$ cat config.mk
export PLATFORM = sky130hd
export DESIGN_NAME = asdpmem_fifo
export DESIGN_NICKNAME = d
export VERILOG_FILES = /design/src/rtl/asdpmem.sv /design/src/rtl/asdpmem_fifo.sv
export SDC_FILE = /design/constraint.sdc
export NUM_CORES = 2
export LEC_CHECK = 0
export ABC_CLOCK_PERIOD_IN_PS = 3700
export BUFFER_PORTS_ARGS = -buffer_cell sky130_fd_sc_hd__buf_2
export CAP_MARGIN = 15
export CELL_PAD_IN_SITES_DETAIL_PLACEMENT = 0
export CELL_PAD_IN_SITES_GLOBAL_PLACEMENT = 2
export CORE_UTILIZATION = 51
export DETAILED_ROUTE_END_ITERATION = 6
export PLACE_DENSITY_LB_ADDON = 0.1
export SLEW_MARGIN = 5
export SYNTH_ARGS = -nofsm -noshare
export SYNTH_HDL_FRONTEND = slang
export SYNTH_SLANG_ARGS = --single-unit
$ cat constraint.sdc
create_clock -name clk -period 3.7 [get_ports clk]
set_input_delay 0.555 -clock clk [delete_from_list [all_inputs] [get_ports clk]]
set_output_delay 0.555 -clock clk [all_outputs]
set_load 0.005 [all_outputs]
$ cat src/rtl/asdpmem.sv
// asdpmem: dual-port word memory with a synchronous write port A and an
// asynchronous read port B; contents are never reset.
module asdpmem #(
  parameter int DEPTH = 6,
  parameter int WIDTH = 32
) (
  input  logic             clk,
  input  logic             ena,
  input  logic             wea,
  input  logic [DEPTH-1:0] addra,
  input  logic [WIDTH-1:0] dia,
  input  logic [DEPTH-1:0] addrb,
  output logic [WIDTH-1:0] dob
);
  logic [WIDTH-1:0] mem [1<<DEPTH];
  always_ff @(posedge clk)
    if (ena && wea) mem[addra] <= dia;
  assign dob = mem[addrb];
endmodule

$ cat src/rtl/asdpmem_fifo.sv
// asdpmem_fifo: single-clock show-ahead FIFO controller driving one asdpmem
// as storage; port A writes, port B reads asynchronously for zero read latency.
module asdpmem_fifo #(
  parameter int DEPTH = 6,
  parameter int WIDTH = 32,
  parameter int AFULL = 48
) (
  input  logic             clk,
  input  logic             rst_n,
  input  logic             flush,
  input  logic             wr_en,
  input  logic [WIDTH-1:0] wr_data,
  output logic             full,
  output logic             almost_full,
  input  logic             rd_en,
  output logic [WIDTH-1:0] rd_data,
  output logic             empty,
  output logic [DEPTH:0]   count,
  output logic             overflow,
  output logic             underflow
);
  localparam int CAPACITY = 1 << DEPTH;
  logic [DEPTH-1:0] wr_ptr, rd_ptr;
  logic             wr_ok, rd_ok;
  assign empty       = count == '0;
  assign full        = count == (DEPTH+1)'(CAPACITY);
  assign almost_full = count >= (DEPTH+1)'(AFULL);
  // flush suppresses acceptance so no memory write happens in a flush cycle
  assign wr_ok = wr_en & ~full & ~flush;
  assign rd_ok = rd_en & ~empty & ~flush;
  always_ff @(posedge clk or negedge rst_n)
    if (!rst_n) begin
      wr_ptr    <= '0;
      rd_ptr    <= '0;
      count     <= '0;
      overflow  <= 1'b0;
      underflow <= 1'b0;
    end else if (flush) begin
      wr_ptr    <= '0;
      rd_ptr    <= '0;
      count     <= '0;
      overflow  <= 1'b0;
      underflow <= 1'b0;
    end else begin
      if (wr_ok) wr_ptr <= wr_ptr + DEPTH'(1);
      if (rd_ok) rd_ptr <= rd_ptr + DEPTH'(1);
      count <= (wr_ok && !rd_ok) ? count + (DEPTH+1)'(1) :
               (rd_ok && !wr_ok) ? count - (DEPTH+1)'(1) : count;
      if (wr_en && full)  overflow  <= 1'b1;
      if (rd_en && empty) underflow <= 1'b1;
    end
  asdpmem #(.DEPTH(DEPTH), .WIDTH(WIDTH)) u_mem (
    .clk  (clk),
    .ena  (1'b1),
    .wea  (wr_ok),
    .addra(wr_ptr),
    .dia  (wr_data),
    .addrb(rd_ptr),
    .dob  (rd_data)
  );
endmodule

==> metrics.txt <==
GPL Wtd Cong 0.790; largest net degree at the start of global routing 65; area grow syn2layout 18.6%; fin. max-slew vios 0; Die X 397 microns; CP peak stage delay 0.51 ns; Top Usage Layer GRT met2; IR drop worst, VDD 510 uV; Crit. End Element primary output; wire per inst 35.8 microns; gr usage total 0.283; Inst Count DP 5650; top post-synthesis cells by area edfxtp_1, mux4_2, mux2i_1; core area 154000 sq um; share of cells above drive strength 1 0.367; grt ovf 0; crit path DAT 3.47 ns; first-pass GRT wire length 307 mm; synth warn 0; Leakage 29.4 nW; Setup crit start kind register; Buf+Inv Stages, Crit Path 4; PD cells 609 nW/um^2; Mapped Nets 3491; Post-synth EDFFs 2048; CP delay by family, top compound AO/OA/AOI/OAI gates; Initial DRC Count 4246; Clock Skew 0.0308 ns; Data required, critical path 3.14 ns; ant diodes 0; Synth async-reset ratio 0.0101; Synth Register Bits 2069; Via density 6.43; post-route ant nets 0; Distinct cells, synth 58; initial antenna violation count 11; Die Ht 397 microns; fin cells 6118; post-synth top area cell edfxtp_1; 1st-pass router iterations 7; Final Cycle Share 1.09; Crit Path Class reg2out; sequential area share after synthesis 0.781; hold_ws 0.132 ns; final setup fails 32; Slowest-stage cell, CP mux4_2; # rows 144; worst-path cell chain buf_12 > buf_16 > buf_12 > mux4_2 > a22oi_2 > a31oi_2 > o31a_1 > a221o_1 > buf_2; die area 157000 sq um; CP most frequent cell buf_12; RSZ-0062 raised after global routing true; clock slew at reported path FFs 0.06 ns; CP Max Fanout 7; power consumption 57.3 mW; DR vias 39400; setup TNS -8.07 ns; Final Worst Setup Slack -0.324 ns; clock sinks 2069; CTS Buf Count 201; violated checks setup timing; CTS Buffer Depth 3; Port Buf Inserts 80; Worst-Skew Late Latency 0.83 ns; outcome finished, violations left; Synth top area share 0.775; Hold Vio Cnt, Final 0; root buf cell clkbuf_16; Final min period 4.02 ns; Hold WC Path Type in2reg; routing usage on met2 0.454; Max Fclk 248 MHz; reg2reg setup slack 0.35 ns; total wire length 219 mm; Synth Flop Type edfxtp_1; Least-Margin Pin Slew 1.23 ns; nets@finish 3955; H-tree levels 4; initial core utilization 0.515; Syn Inst Count 3445; vias in the first global route 39900; Final HPWL DP 120 mm; Syn Area/Cell 23.0 sq um; worst rel slew slack 0.183; Util after Layout 0.611; area of the mapped netlist 79400 sq um; M1 GR Usage 0.410; TritonCTS clock tree built; met3 Use GR 0.0497; drc violations 0; # IOs 81; Max-Cap Viols 0
cell usage after synthesis (all sizes together) (5+ instances only):
master / n
nor3: 16
xor2: 8
or3: 6
a221oi: 22
ha: 8
inv: 9
a21oi: 29
dfrtp: 21
mux2: 21
nor2: 131
mux2i: 110
clkbuf: 80
o22ai: 50
nor2b: 5
a211oi: 26
buf: 104
xnor2: 6
edfxtp: 2048
nand3: 13
nand2: 43
mux4: 534
nand3b: 5
and2: 14
a2111oi: 14
o221ai: 7
a22oi: 11
o21ai: 49
worst paths after layout:
check / startpoint / to / depth (start not counted)
setup / recovery: rd_ptr[0]$_DFFE_PN0P_ / rd_data[13] / 9
hold / removal: wr_data[18] / u_mem.mem[26][18]$_DFFE_PP_ / 1
setup reg to reg: count[2]$_DFFE_PN0P_ / count[6]$_DFFE_PN0P_ / 11
hold reg to reg: underflow$_DFFE_PN0P_ / underflow$_DFFE_PN0P_ / 2
max in group asynchronous: rst_n / rd_ptr[1]$_DFFE_PN0P_ / 2
min in group asynchronous: rst_n / overflow$_DFFE_PN0P_ / 2
stage by stage:
step	worst slack, ns	instance area [sq um]
6_report	-0.324	94200
5_1_grt	-0.406	94200
4_1_cts	-0.379	93400
3_5_place_dp	-0.0447	84700
3_3_place_gp	-0.0373	84700
2_1_floorplan	0.517	79400
metal layers:
metal,share of wire,vias to the layer above
met5,0.00022,-
met1,0.41,21600
met3,0.077,283
li1,-,15700
met2,0.49,1782
met4,0.020,8
final cells by class:
class	count	area, sq um
repair buffers	445	5210
inverters	10	42.5
multi-input cells	1182	17700
flip-flops and latches	2069	62000
clock inverters	110	1220
fillers	10700	60100
well taps	2044	2560
clock buffers	258	5390
where the power goes:
part,total (mW),internal (mW),switching [mW]
combinational,10.8,5.75,5.04
clock,20.6,12.1,8.52
sequential,26.0,25.9,0.0930
flip-flops by register name, indices dropped and copies added, names as in the netlist:
register	flops
overflow	1
rd_ptr	6
u_mem.mem	2048
wr_ptr	6
underflow	1
count	7
worst reg2reg max path, cell delays in order (launching register included):
cell and delay [ns]:
dfrtp_1 0.44, nor4_1 0.50, and3_1 0.27, o21ai_0 0.10, or2_2 0.38, ha_1 0.33, nor2b_1 0.16, o21ai_0 0.25
a21oi_1 0.16, nor4b_1 0.36, o21ai_0 0.13, nor3b_1 0.15
cells in the final DEF (no fill, tap or decap), types with 26 or more instances in the layout:
master / netlist / layout
edfxtp_1: 2048 / 2048
mux4_2: 534 / 534
clkbuf_16: 0 / 213
buf_4: 31 / 206
mux2i_1: 110 / 99
buf_12: 0 / 84
buf_2: 41 / 77
nor2_4: 0 / 72
clkbuf_1: 80 / 49
nor2_1: 131 / 48
clkinv_1: 1 / 37
o22ai_1: 50 / 36
nand2_1: 43 / 34
clkinv_2: 0 / 34
buf_16: 0 / 32
bufinv_16: 0 / 26
logic make-up after synthesis:
logic type	after synthesis	share of synthesized area
and+or+nand+nor	254	0.0143
muxes	665	0.168
buffers and inverters	194	0.0124
adders and majority gates	9	0.00151
DFF	2069	0.781
AOI/OAI and AO/OA	240	0.0204
xor gates and xnor gates	14	0.00154
what timing repair did:
| action | 4_1_cts | 5_1_grt |
|---|---|---|
| buffers inserted | 52 | 12 |
| gates cloned | 18 | 6 |
| resized for setup | 228 | 83 |
| endpoints found under the setup margin | 32 | 32 |
| hold endpoints to repair | 23 | 0 |
| hold buffers | 3 | 0 |
| pin swaps | 43 | 36 |
Power figures use the tool's default switching activity.
